===== src/rtl/seg_scan_decoder.sv =====
// -----------------------------------------------------------------------------
// seg_scan_decoder
//
// Receive-side decoder for a multiplexed, active-low 7-segment display bus.
// The segment and anode lines are registered every cycle. When exactly one
// anode is low and the {anode, segment} pattern has held for STABLE_CYCLES
// consecutive samples, the pattern is captured once for the selected digit and
// decoded back to BCD.
//
// Parameters:
//   NUM_DIGITS     number of scanned digits (anodes), >= 1
//   STABLE_CYCLES  consecutive equal samples required before a capture, >= 1
//
// Ports:
//   clk          clock, all state on the rising edge
//   rst_n        asynchronous active-low reset
//   seg_n[6:0]   segments, active-low, seg_n[0]=a ... seg_n[6]=g
//   an_n[N-1:0]  digit enables, active-low, an_n[i] low selects digit i
//   clr_err      synchronous clear of err_invalid
//   bcd_out      digit i at bcd_out[4i+3:4i]; 4'hF blank/reset, 4'hE invalid
//   digit_valid  digit i last captured a legal 0-9 pattern
//   frame_valid  one-cycle pulse once every digit has been captured
//   err_invalid  sticky flag, set when an illegal non-blank pattern is captured
// -----------------------------------------------------------------------------
module seg_scan_decoder #(
    parameter int NUM_DIGITS    = 4,
    parameter int STABLE_CYCLES = 8
) (
    input  logic                      clk,
    input  logic                      rst_n,
    input  logic [6:0]                seg_n,
    input  logic [NUM_DIGITS-1:0]     an_n,
    input  logic                      clr_err,
    output logic [4*NUM_DIGITS-1:0]   bcd_out,
    output logic [NUM_DIGITS-1:0]     digit_valid,
    output logic                      frame_valid,
    output logic                      err_invalid
);

    localparam int CNT_W = $clog2(STABLE_CYCLES) + 1;
    localparam int KEY_W = NUM_DIGITS + 7;
    localparam int LOW_W = $clog2(NUM_DIGITS + 1) + 1;
    localparam logic [CNT_W-1:0] CNT_LAST = CNT_W'(STABLE_CYCLES - 1);

    typedef enum logic [1:0] {
        IDLE     = 2'd0,
        SETTLE   = 2'd1,
        CAPTURED = 2'd2
    } state_t;

    // ------------------------------------------------------------------
    // Input sampling
    // ------------------------------------------------------------------
    logic [6:0]            s_seg_reg;
    logic [NUM_DIGITS-1:0] s_an_reg;
    logic [KEY_W-1:0]      key_q_reg;
    logic [KEY_W-1:0]      key;

    assign key = {s_an_reg, s_seg_reg};

    always_ff @(posedge clk or negedge rst_n) begin
        if (!rst_n) begin
            s_seg_reg <= 7'h7F;
            s_an_reg  <= '1;
            key_q_reg <= '1;
        end else begin
            s_seg_reg <= seg_n;
            s_an_reg  <= an_n;
            key_q_reg <= key;
        end
    end

    // ------------------------------------------------------------------
    // Anode qualification: exactly one digit selected
    // ------------------------------------------------------------------
    logic [NUM_DIGITS-1:0] sel;
    logic [LOW_W-1:0]      low_cnt;
    logic                  one_hot;

    assign sel = ~s_an_reg;

    always_comb begin
        low_cnt = '0;
        for (int i = 0; i < NUM_DIGITS; i++) begin
            low_cnt = low_cnt + LOW_W'(sel[i]);
        end
    end

    assign one_hot = (low_cnt == LOW_W'(1));

    // ------------------------------------------------------------------
    // Settle / capture FSM
    // ------------------------------------------------------------------
    state_t           state_reg;
    logic [CNT_W-1:0] cnt_reg;
    logic             key_same;
    logic             capture;

    assign key_same = (key == key_q_reg);

    // The capture decision uses the same terms as the FSM below, so a
    // capture happens exactly on the edge the FSM enters CAPTURED.
    assign capture = one_hot && key_same && (state_reg == SETTLE) && (cnt_reg == CNT_LAST);

    always_ff @(posedge clk or negedge rst_n) begin
        if (!rst_n) begin
            state_reg <= IDLE;
            cnt_reg   <= '0;
        end else if (!one_hot) begin
            // Blanking interval or overlapping anodes: nothing to decode.
            state_reg <= IDLE;
            cnt_reg   <= '0;
        end else if (!key_same) begin
            state_reg <= SETTLE;
            cnt_reg   <= '0;
        end else begin
            case (state_reg)
                IDLE: begin
                    state_reg <= SETTLE;
                    cnt_reg   <= '0;
                end
                SETTLE: begin
                    if (cnt_reg == CNT_LAST) begin
                        state_reg <= CAPTURED;
                        cnt_reg   <= '0;
                    end else begin
                        cnt_reg <= cnt_reg + CNT_W'(1);
                    end
                end
                CAPTURED: begin
                    // Held pattern: one capture per stable key.
                    state_reg <= CAPTURED;
                end
                default: begin
                    state_reg <= IDLE;
                    cnt_reg   <= '0;
                end
            endcase
        end
    end

    // ------------------------------------------------------------------
    // Segment pattern decode
    // ------------------------------------------------------------------
    logic [3:0] dec_value;
    logic       dec_legal;
    logic       dec_blank;

    always_comb begin
        dec_value = 4'hE;
        dec_legal = 1'b1;
        dec_blank = 1'b0;
        case (s_seg_reg)
            7'h40: dec_value = 4'd0;
            7'h79: dec_value = 4'd1;
            7'h24: dec_value = 4'd2;
            7'h30: dec_value = 4'd3;
            7'h19: dec_value = 4'd4;
            7'h12: dec_value = 4'd5;
            7'h02: dec_value = 4'd6;
            7'h78: dec_value = 4'd7;
            7'h00: dec_value = 4'd8;
            7'h10: dec_value = 4'd9;
            7'h7F: begin
                dec_value = 4'hF;
                dec_legal = 1'b0;
                dec_blank = 1'b1;
            end
            default: begin
                dec_value = 4'hE;
                dec_legal = 1'b0;
            end
        endcase
    end

    // ------------------------------------------------------------------
    // Per-digit result registers
    // ------------------------------------------------------------------
    genvar gi;
    generate
        for (gi = 0; gi < NUM_DIGITS; gi++) begin : g_digit
            logic [3:0] nib_reg;
            logic       valid_reg;

            always_ff @(posedge clk or negedge rst_n) begin
                if (!rst_n) begin
                    nib_reg   <= 4'hF;
                    valid_reg <= 1'b0;
                end else if (capture && sel[gi]) begin
                    // dec_value already carries F for blank and E for invalid.
                    nib_reg   <= dec_value;
                    valid_reg <= dec_legal;
                end
            end

            assign bcd_out[4*gi +: 4] = nib_reg;
            assign digit_valid[gi]    = valid_reg;
        end
    endgenerate

    // ------------------------------------------------------------------
    // Frame tracking
    // ------------------------------------------------------------------
    logic [NUM_DIGITS-1:0] mask_reg;
    logic                  frame_valid_reg;
    logic [NUM_DIGITS-1:0] cap_bits;

    assign cap_bits = capture ? sel : '0;

    always_ff @(posedge clk or negedge rst_n) begin
        if (!rst_n) begin
            mask_reg        <= '0;
            frame_valid_reg <= 1'b0;
        end else if (&mask_reg) begin
            // Pulse and restart; a capture landing now opens the next frame.
            frame_valid_reg <= 1'b1;
            mask_reg        <= cap_bits;
        end else begin
            frame_valid_reg <= 1'b0;
            mask_reg        <= mask_reg | cap_bits;
        end
    end

    assign frame_valid = frame_valid_reg;

    // ------------------------------------------------------------------
    // Sticky error flag; a new error outranks a simultaneous clear.
    // ------------------------------------------------------------------
    logic err_reg;

    always_ff @(posedge clk or negedge rst_n) begin
        if (!rst_n) begin
            err_reg <= 1'b0;
        end else if (capture && !dec_legal && !dec_blank) begin
            err_reg <= 1'b1;
        end else if (clr_err) begin
            err_reg <= 1'b0;
        end
    end

    assign err_invalid = err_reg;

endmodule


===== config.mk =====
export PLATFORM = sky130hd
export DESIGN_NAME = seg_scan_decoder
export DESIGN_NICKNAME = d
export VERILOG_FILES = /design/src/rtl/seg_scan_decoder.sv
export SDC_FILE = /design/constraint.sdc
export NUM_CORES = 1
export LEC_CHECK = 0
export CAP_MARGIN = 5
export CORE_ASPECT_RATIO = 2
export CORE_MARGIN = 5
export CORE_UTILIZATION = 46
export DETAILED_ROUTE_END_ITERATION = 10
export GPL_ROUTABILITY_DRIVEN = 1
export PLACE_DENSITY = 0.69
export SETUP_SLACK_MARGIN = 0.2
export SLEW_MARGIN = 15
export SYNTH_ARGS = -nofsm -noshare
export SYNTH_HDL_FRONTEND = slang
export SYNTH_SLANG_ARGS = --single-unit

===== constraint.sdc =====
create_clock -name clk -period 5.9 [get_ports clk]
set_input_delay 0.885 -clock clk [delete_from_list [all_inputs] [get_ports clk]]
set_output_delay 0.885 -clock clk [all_outputs]
set_load 0.01 [all_outputs]

==> key figures, run 1 <==
Run status
  • Status: completed

Detailed routing
  • Initial DRC Count: 69
  • DR DRC count: 0
  • WL met2: 2.87 mm
  • Vias/cell: about 5.6
  • Top Metal Used: met4
  • Met3 Wirelength: between 100 and 150 um
  • Detailed Route WL: between 4 and 5 mm
  • Routed length per instance: 16.6 um
  • Antenna viol nets, final: 0
  • Vias post-DR: 1,647
  • M1 wire length: between 1.5 and 2 mm
  • Pre-antenna DRT Iters: 4

Critical path
  • Most common cell on crit path: ha_1
  • Critical path data required time: just over 6 ns
  • Crit-path slowest cell: dfstp_2
  • Critical path class: register to register
  • Startpoint Class: register
  • CP endpoint kind: register
  • Crit path DAT: 3.31 ns
  • Max FO, Critical Path: 7
  • Delay of the slowest cell on the worst path: ~0.63 ns
  • WP buf/inv: 1
  • Top cell family by delay on the critical path: simple AND/OR/NAND/NOR gates
  • CP Cell Sequence: fa_1, inv_1, ha_1, ha_1, nor3b_2, nand4_4, nor4_4, mux2_2

Cells and area
  • Final nets: about 250
  • Multi-input combinational cell area: 1150 um^2
  • Syn-to-layout area delta: 19.4%
  • Filler Cell Count: approximately 480
  • Most frequent cells in the layout: dfstp_2, clkdlybuf4s50_1, dfrtp_1
  • Layout cells sized above 1: 0.346
  • # diodes: 0
  • Non-Filler Cell Area, Final: about 3200 um^2
  • Largest register FFs: 16
  • Register area: 1400 um^2
  • Most common cell after layout, fill and taps aside: dfstp_2

Clock tree
  • Post-CTS setup buffer count: 0
  • Post-CTS sizing: 0
  • Clk pin slew, worst setup/hold paths: ~0.07 ns
  • TritonCTS clock tree: built
  • Total CTS buffers: 5
  • CTS Hold Bufs: 0
  • Clock sinks: 54
  • Clk Tree Root Cell: clkbuf_16
  • Maximum clock path buffer count: 2
  • Max H-tree Level: 2
  • Worst-skew pair later-pin latency: about 0.28 ns

STA
  • Fin. Hold Viols: 0
  • Worst-Margin Slew: a little over 0.7 ns
  • Fmax: 318 MHz
  • Period minus WS final: 3.14 ns
  • Worst setup margin: around 2.8 ns
  • Max-slew violations: 0
  • Final setup viols: 0
  • Unrepaired setup endpoints after global routing: no
  • Max Clock Skew: about 0.0034 ns
  • Final Cycle Share: 0.533
  • Setup TNS: 0 ns
  • Relative slew slack: 0.524

Global route
  • Total gr overflow: 0
  • Vias in the first global route: between 1,500 and 2,000
  • Wire length of the first global-routing pass: approximately 8.7 mm
  • Global Route Usage Sum: 0.144
  • Initial antenna violation count: 0
  • Largest net degree at the start of global routing: between 50 and 60

Logic synthesis
  • Asr flop ratio synth: 1.00
  • Synth Register Bits: 54
  • Sequential area share after synthesis: 0.528
  • Post-synth EDFFs: 0
  • Synth Cell Area: ~2700 um^2
  • Ys flop type: dfstp_2
  • Synth warnings: 0
  • Syn nets: between 200 and 250
  • Average cell area after synthesis: around 13 um^2
  • Mapped Cells: approximately 200
  • Distinct cells, synth: between 50 and 60

Floorplanning
  • Initial core utilization: 0.468
  • Die W: ~64 um
  • # IOs: 36
  • Core footprint: 5660 um^2
  • DIE AREA: 7470 um^2
  • Die Ht: 117 um
  • Row count: 39

Place
  • Final Wtd Congestion: about 0.85
  • Port bufs: 35
  • Placed cell area: around 3000 um^2
  • Detailed placement HPWL: approximately 3.8 mm
  • Setup WS pre-CTS: about 2.7 ns

Pwr
  • Leak Pwr: around 1.3 nW
  • Pwr dens: between 200 and 250 nW/um^2
  • Peak supply drop: about 0.18 mV

Job
  • Max-cap violation count: 0

Worst hold path
  • Hold WC Path Type: register to register
==> final timing paths <==
kind,startpoint,endpoint,slack (ns),cells after the start
worst max register to register,s_an_reg[1],g_digit[3].valid_reg,2.76,8
min in group asynchronous,rst_n,cnt_reg[2],0.72,2
worst min-delay path,s_an_reg[3],key_q_reg[10],0.42,0
worst max-delay path,s_an_reg[1],g_digit[3].valid_reg,2.76,8
worst min register to register,s_an_reg[3],key_q_reg[10],0.42,0
max in group asynchronous,rst_n,err_invalid,4.74,2
==> cell usage after synthesis (all sizes together) (2+ instances only) <==
library cell / count / area [um^2]
dfstp: 38 / 998
dfrtp: 16 / 400
mux2: 16 / 180
nor2: 15 / 56.3
xnor2: 12 / 173
buf: 11 / 77.6
inv: 7 / 26.3
nand2: 7 / 33.8
nor4: 7 / 123
ha: 6 / 75.1
nand4: 6 / 52.6
a21o: 5 / 37.5
a21oi: 5 / 28.8
a31oi: 5 / 31.3
nand3: 5 / 25.0
o21ai: 5 / 25.0
nor3: 4 / 20.0
nand4b: 3 / 26.3
nand2b: 2 / 12.5
nor2b: 2 / 12.5
o2bb2ai: 2 / 17.5
or4: 2 / 18.8
==> power breakdown <==
| group | internal [mW] | total (mW) | leakage, nW | switching, mW |
|---|---|---|---|---|
| Sequential | 0.386 | 0.402 | 0.619 | 0.0156 |
| Clock | 0.183 | 0.310 | 0.0753 | 0.126 |
| Combinational | 0.0340 | 0.0731 | 0.596 | 0.0391 |
==> metal layers <==
metal,track usage,vias to the layer above
met3,0.0229,6
li1,-,780
met5,0,-
met4,0.0611,0
met2,0.263,21
met1,0.157,840
==> cell families (layout without fill, tap and decap cells) <==
| group | after synthesis | in the layout | share of synthesized area |
|---|---|---|---|
| AO/OA/AOI/OAI | 31 | 31 | 0.0850 |
| XOR/XNOR | 13 | 13 | 0.0685 |
| adder cells (fa/ha/maj) | 7 | 7 | 0.0359 |
| buffers and inverters | 18 | 51 | 0.0392 |
| flip-flops | 54 | 54 | 0.528 |
| multiplexers | 16 | 16 | 0.0680 |
| AND/OR/NAND/NOR | 62 | 62 | 0.176 |
==> area by class of cell <==
| type | instances | area share |
|---|---|---|
| tap | 61 | 0.0241 |
| clock buffer | 7 | 0.0487 |
| sequential | 54 | 0.442 |
| timing repair buffer | 36 | 0.112 |
| inverter | 7 | 0.00831 |
| multi-input combinational | 129 | 0.363 |
| clock inverter | 1 | 0.00237 |
==> per-stage QoR <==
stage           util  hold slack [ns]  std cells  power, mW
6_report       0.559            0.417        295      0.785
5_1_grt        0.559            0.428        295      0.819
4_1_cts        0.559            0.419        295      0.796
3_5_place_dp   0.530            0.408        287      0.482
3_3_place_gp   0.530            0.399        287      0.480
2_1_floorplan      -            0.352        201      0.456
Power figures use the tool's default switching activity.
==> run 2, diff against run 1 <==
==> constraint.sdc (replaced) <==
create_clock -name clk -period 3 [get_ports clk]
set_input_delay 0.45 -clock clk [delete_from_list [all_inputs] [get_ports clk]]
set_output_delay 0.45 -clock clk [all_outputs]
set_load 0.01 [all_outputs]
==> key figures, run 2 (synthesis gave the netlist of run 1 again) <==
Run status
  • Status: completed (unchanged)

Place
  • Cell total after placement: 295 (was 287)
  • Final Wtd Congestion: 0.791 (was 0.848)
  • Detailed placement HPWL: 3.89 mm (was 3.80 mm)
  • Port bufs: 35 (unchanged)
  • Setup WS pre-CTS: 0.0370 ns (was 2.71 ns)

Clock tree
  • Worst-skew pair later-pin latency: 0.29 ns (was 0.28 ns)
  • Clock sinks: 54 (unchanged)
  • Clk Tree Root Cell: clkbuf_16 (unchanged)
  • Maximum clock path buffer count: 2 (unchanged)
  • Clk pin slew, worst setup/hold paths: 0.07 ns (about the same)
  • Total CTS buffers: 5 (unchanged)
  • Max H-tree Level: 2 (unchanged)
  • TritonCTS clock tree: built (unchanged)
  • CTS Hold Bufs: 0 (unchanged)

Worst hold path
  • Hold WC Path Type: input port to asynchronous set/reset pin (was register to register)

STA
  • Max Clock Skew: 0.00339 ns (was 0.00345 ns)
  • Relative slew slack: 0.386 (was 0.524)
  • Final setup viols: 0 (unchanged)
  • Final Cycle Share: 0.902 (was 0.533)
  • Worst setup margin: 0.294 ns (was 2.76 ns)
  • Hold WS: 0.302 ns (was 0.417 ns)
  • Setup TNS: 0 ns (unchanged)
  • Fin. Hold Viols: 0 (unchanged)
  • Worst-Margin Slew: 0.922 ns (was 0.712 ns)
  • Max-slew violations: 0 (unchanged)
  • Period minus WS final: 2.71 ns (was 3.14 ns)
  • Fmax: 370 MHz (was 318 MHz)
  • Unrepaired setup endpoints after global routing: yes (was no)

Detailed routing
  • Vias post-DR: 1,703 (was 1,647)
  • Pre-antenna DRT Iters: 6 (was 4)
  • Antenna viol nets, final: 0 (unchanged)
  • Routed length per instance: 16.4 um (was 16.6 um)
  • Initial DRC Count: 32 (was 69)
  • Vias/cell: 5.53 (was 5.58)
  • Detailed Route WL: 5.05 mm (was 4.89 mm)
  • DR DRC count: 0 (unchanged)

Cells and area
  • Register area: 1400 um^2 (unchanged)
  • Most frequent cells in the layout: dfstp_2, clkdlybuf4s50_1, dfrtp_1 (unchanged)
  • Final nets: 267 (was 254)
  • Filler Cell Count: 489 (was 475)
  • Syn-to-layout area delta: 25.3% (was 19.4%)
  • Multi-input combinational cell area: 1200 um^2 (was 1150 um^2)
  • Largest register FFs: 16 (unchanged)
  • # diodes: 0 (unchanged)
  • Most common cell after layout, fill and taps aside: dfstp_2 (unchanged)
  • Final cell count without fillers: 308 (was 295)
  • Layout cells sized above 1: 0.393 (was 0.346)

Critical path
  • Top cell family by delay on the critical path: adder cells (was simple AND/OR/NAND/NOR gates)
  • Critical path class: register to register (unchanged)
  • CP Cell Sequence: fa_1, inv_1, ha_2, ha_4, nor3b_4, nand4_4, buf_12, nor4_4, buf_6, mux2_2 (was fa_1, inv_1, ha_1, ha_1, nor3b_2, nand4_4, nor4_4, mux2_2)
  • Max FO, Critical Path: 7 (unchanged)
  • Crit-path slowest cell: dfstp_2 (unchanged)
  • WP buf/inv: 3 (was 1)
  • Critical path data required time: 3.18 ns (was 6.07 ns)
  • Startpoint Class: register (unchanged)
  • CP endpoint kind: register (unchanged)
  • Delay of the slowest cell on the worst path: 0.54 ns (was 0.63 ns)
  • Crit path DAT: 2.88 ns (was 3.31 ns)

Pwr
  • Pwr dens: 466 nW/um^2 (was 248 nW/um^2)
  • Peak supply drop: 0.386 mV (was 0.183 mV)
  • Power Total: 1.55 mW (was 0.785 mW)
  • Leak Pwr: 1.40 nW (was 1.29 nW)

Global route
  • Wire length of the first global-routing pass: 8.65 mm (was 8.67 mm)
  • Largest net degree at the start of global routing: 44 (was 55)
  • Vias in the first global route: 1,792 (was 1,794)
  • Initial antenna violation count: 0 (unchanged)
  • Total gr overflow: 0 (unchanged)
  • Global Route Usage Sum: 0.144 (about the same)

Floorplanning
  • Die W: 63.7 um (unchanged)
  • Row count: 39 (unchanged)
  • Initial core utilization: 0.468 (unchanged)
  • Die Ht: 117 um (unchanged)
  • DIE AREA: 7470 um^2 (unchanged)
  • # IOs: 36 (unchanged)
  • Core footprint: 5660 um^2 (unchanged)

Job
  • Max-cap violation count: 0 (unchanged)
-- run 2: worst paths after layout --
kind | startpoint | endpoint | slack [ns] | depth (start not counted)
min in group clk | s_an_reg[2] | key_q_reg[9] | 0.41 | 0
max reg2reg | s_an_reg[3] | g_digit[3].valid_reg | 0.29 | 10
max | s_an_reg[3] | g_digit[3].valid_reg | 0.29 | 10
max in group asynchronous | rst_n | g_digit[2].nib_reg[0] | 1.97 | 2
min reg2reg | s_an_reg[2] | key_q_reg[9] | 0.41 | 0
min | rst_n | cnt_reg[0] | 0.30 | 1
-- run 2: timing repair --
action                                 in CTS  in global routing
gates resized for setup                     7                  1
setup endpoints to repair                  20                  7
gates cloned                                0                  0
endpoints found under the hold margin       0                  0
pin swaps                                   5                  3
setup buffers                               4                  1
-- run 2: final cells by class --
class | instances | area share
multi-input cells | 129 | 0.361
repair buffers | 49 | 0.141
flip-flops and latches | 54 | 0.421
clock buffers | 6 | 0.0418
inverters | 7 | 0.00791
clock inverters | 2 | 0.00452
well taps | 61 | 0.0230
-- run 2: metal layers --
metal,part of all wire,vias up,GRT usage,wire length (um)
met5,0,-,0,0
met4,0.017,0,0.0507,85
met3,0.029,7,0.0201,144
met2,0.60,30,0.277,3030
met1,0.35,860,0.152,1790
li1,-,806,-,-
-- run 2: power by group --
group / internal, mW / switching [mW]
sequential: 0.760 / 0.0272
combinational: 0.0815 / 0.0876
clock: 0.336 / 0.255
total: 1.18 / 0.370
-- run 2: metrics by stage --
| step | utilization | area [um^2] |
|---|---|---|
| floorplan | - | 2650 |
| global placement | 0.541 | 3060 |
| detailed placement | 0.541 | 3060 |
| CTS | 0.584 | 3300 |
| global route | 0.587 | 3320 |
| finish | 0.587 | 3320 |
==> run 3, diff against run 2 <==
--- a/config.mk
+++ b/config.mk
@@ -8,11 +8,12 @@
 export CAP_MARGIN = 5
 export CORE_ASPECT_RATIO = 2
 export CORE_MARGIN = 5
-export CORE_UTILIZATION = 46
+export CORE_UTILIZATION = 35
+export CTS_BUF_LIST = sky130_fd_sc_hd__clkbuf_4
 export DETAILED_ROUTE_END_ITERATION = 10
 export GPL_ROUTABILITY_DRIVEN = 1
-export PLACE_DENSITY = 0.69
 export SETUP_SLACK_MARGIN = 0.2
+export SKIP_CTS_REPAIR_TIMING = 1
 export SLEW_MARGIN = 15
 export SYNTH_ARGS = -nofsm -noshare
 export SYNTH_HDL_FRONTEND = slang
==> key figures, run 3 (synthesis gave the netlist of run 1 again) <==
STA
  • Max-slew violations: 0 (unchanged)
  • Unrepaired setup endpoints after global routing: yes (unchanged)
  • Max Clock Skew: 0.0177 ns (was 0.00339 ns)
  • Fmax: 350 MHz (was 370 MHz)
  • Relative slew slack: 0.480 (was 0.386)
  • Final Cycle Share: 0.953 (was 0.902)
  • Final setup viols: 0 (unchanged)
  • Period minus WS final: 2.86 ns (was 2.71 ns)
  • Worst setup margin: 0.141 ns (was 0.294 ns)
  • Worst-Margin Slew: 0.780 ns (was 0.922 ns)
  • Setup TNS: 0 ns (unchanged)
  • Fin. Hold Viols: 0 (unchanged)

Global route
  • Wire length of the first global-routing pass: 8.49 mm (was 8.65 mm)
  • Vias in the first global route: 1,712 (was 1,792)
  • Global Route Usage Sum: 0.111 (was 0.144)
  • Initial antenna violation count: 0 (unchanged)
  • Largest net degree at the start of global routing: 38 (was 44)
  • Total gr overflow: 0 (unchanged)

Critical path
  • Crit path DAT: 3.14 ns (was 2.88 ns)
  • Max FO, Critical Path: 6 (was 7)
  • Critical path class: register to register (unchanged)
  • Critical path data required time: 3.28 ns (was 3.18 ns)
  • Delay of the slowest cell on the worst path: 0.61 ns (was 0.54 ns)
  • Crit Reg-Reg Startpoint: s_an_reg[3] (unchanged)
  • CP Cell Sequence: fa_1, inv_1, ha_2, ha_4, nor3b_4, nand4_4, nor4_4, buf_4, mux2_2 (was fa_1, inv_1, ha_2, ha_4, nor3b_4, nand4_4, buf_12, nor4_4, buf_6, mux2_2)
  • Worst reg-to-reg path cell count: 9 (was 10)
  • Crit-path slowest cell: dfstp_2 (unchanged)
  • R2R Setup Slk: 0.14 ns (was 0.29 ns)
  • Crit Reg-Reg Endpoint: g_digit[3].valid_reg (unchanged)
  • Startpoint Class: register (unchanged)
  • CP endpoint kind: register (unchanged)

Pwr
  • Leak Pwr: 1.40 nW (about the same)
  • Clock power share: 0.291 (was 0.382)
  • Sw power: 0.334 mW (was 0.370 mW)
  • Internal Pwr Total: 1.01 mW (was 1.18 mW)
  • Seq pwr share: 0.585 (was 0.509)
  • Sw frac: 0.248 (was 0.239)
  • Peak supply drop: 0.236 mV (was 0.386 mV)
  • Combinational share of power: 0.125 (was 0.109)
  • Pwr dens: 403 nW/um^2 (was 466 nW/um^2)
  • Power Total: 1.35 mW (was 1.55 mW)

Clock tree
  • Worst-skew pair later-pin latency: 0.37 ns (was 0.29 ns)
  • Maximum clock path buffer count: 2 (unchanged)
  • Clock sinks: 54 (unchanged)
  • Clk pin slew, worst setup/hold paths: 0.15 ns (was 0.07 ns)
  • Max H-tree Level: 2 (unchanged)
  • Total CTS buffers: 5 (unchanged)
  • TritonCTS clock tree: built (unchanged)
  • Clk Tree Root Cell: clkbuf_4 (was clkbuf_16)

Detailed routing
  • Routed length per instance: 15.1 um (was 16.4 um)
  • DR DRC count: 0 (unchanged)
  • Vias post-DR: 1,715 (was 1,703)
  • Pre-antenna DRT Iters: 4 (was 6)
  • Detailed Route WL: 5.25 mm (was 5.05 mm)
  • Vias/cell: 4.93 (was 5.53)
  • Initial DRC Count: 56 (was 32)
  • Antenna viol nets, final: 0 (unchanged)

Floorplanning
  • Row count: 45 (was 39)
  • DIE AREA: 9520 um^2 (was 7470 um^2)
  • Die W: 71.5 um (was 63.7 um)
  • Initial core utilization: 0.354 (was 0.468)
  • Die Ht: 133 um (was 117 um)
  • # IOs: 36 (unchanged)
  • Core footprint: 7490 um^2 (was 5660 um^2)

Cells and area
  • Most frequent cells in the layout: dfstp_2, clkdlybuf4s50_1, buf_4 (was dfstp_2, clkdlybuf4s50_1, dfrtp_1)
  • # diodes: 0 (unchanged)
  • Most common cell after layout, fill and taps aside: dfstp_2 (unchanged)
  • Syn-to-layout area delta: 26.1% (was 25.3%)
  • Layout cells sized above 1: 0.413 (was 0.393)
  • Largest register FFs: 16 (unchanged)
  • Filler Cell Count: 682 (was 489)
  • Final nets: 274 (was 267)

Worst hold path
  • Hold WC Path Type: input port to asynchronous set/reset pin (unchanged)

Job
  • Max-cap violation count: 0 (unchanged)

Place
  • Final Wtd Congestion: 0.796 (was 0.791)
  • Port bufs: 35 (unchanged)
  • Detailed placement HPWL: 3.77 mm (was 3.89 mm)
  • Setup WS pre-CTS: 0.0315 ns (was 0.0370 ns)

Run status
  • Status: completed (unchanged)
run 3: cell count changes in the layout (fill, tap and decap cells not counted), moves of 2 or more:
cell	delta
buf_4	+7
clkbuf_16	-5
clkbuf_4	+5
clkinv_2	+2
mux2_2	-2
mux2_4	+3
run 3: layer usage:
layer / track usage / share of wire / vias up / wire length [um]
li1: - / - / 823 / -
met1: 0.138 / 0.42 / 847 / 2230
met2: 0.190 / 0.51 / 36 / 2690
met3: 0.0304 / 0.049 / 9 / 259
met4: 0.0220 / 0.013 / 0 / 70
met5: 0 / 0 / - / 0
run 3: final cells by class:
type	instances	area [um^2]	area share
sequential	54	1400	0.419
multi-input combinational	129	1210	0.362
inverter	7	26.3	0.00787
clock inverter	3	40.0	0.0120
timing repair buffer	56	510	0.153
clock buffer	5	37.5	0.0112
tap	94	118	0.0352
run 3: how the worst max path moves through the flow:
stage | slack [ns] | start | end | cells past startpoint
6_report | 0.14 | s_an_reg[3] | g_digit[3].valid_reg | 9
5_1_grt | 0.02 | s_an_reg[3] | g_digit[3].valid_reg | 9
4_1_cts | 0.04 | s_an_reg[0] | g_digit[0].valid_reg | 8
3_5_place_dp | 0.03 | s_an_reg[0] | g_digit[0].valid_reg | 8
3_3_place_gp | 0.14 | s_an_reg[0] | g_digit[0].valid_reg | 8
2_1_floorplan | 0.17 | s_an_reg[1] | g_digit[0].valid_reg | 8
run 3: worst max-delay path: cells and delay by family, from the launching register on:
kind / cells / cell delay (ns)
flops: 1 / 0.61
buf+inv: 2 / 0.27
mux: 1 / 0.33
fa+ha+maj: 3 / 0.80
simple gates: 3 / 0.75
run 3: per-stage QoR:
stage / instance area, um^2 / hold slack (ns) / cells / util
after floorplan: 2650 / 0.154 / 201 / -
after detailed placement: 3090 / 0.399 / 326 / 0.412
after CTS: 3170 / 0.163 / 334 / 0.423
after global routing: 3340 / 0.179 / 348 / 0.446
final: 3340 / 0.147 / 348 / 0.446
after global placement: 3090 / 0.397 / 326 / 0.412
run 3: power groups by stage:
stage | combinational [mW] | sequential, mW | clock (mW)
finish | 0.168 | 0.788 | 0.392
global route | 0.187 | 0.792 | 0.440
CTS | 0.153 | 0.789 | 0.409
detailed placement | 0.152 | 0.801 | 0
global placement | 0.149 | 0.799 | 0
floorplan | 0.112 | 0.785 | 0
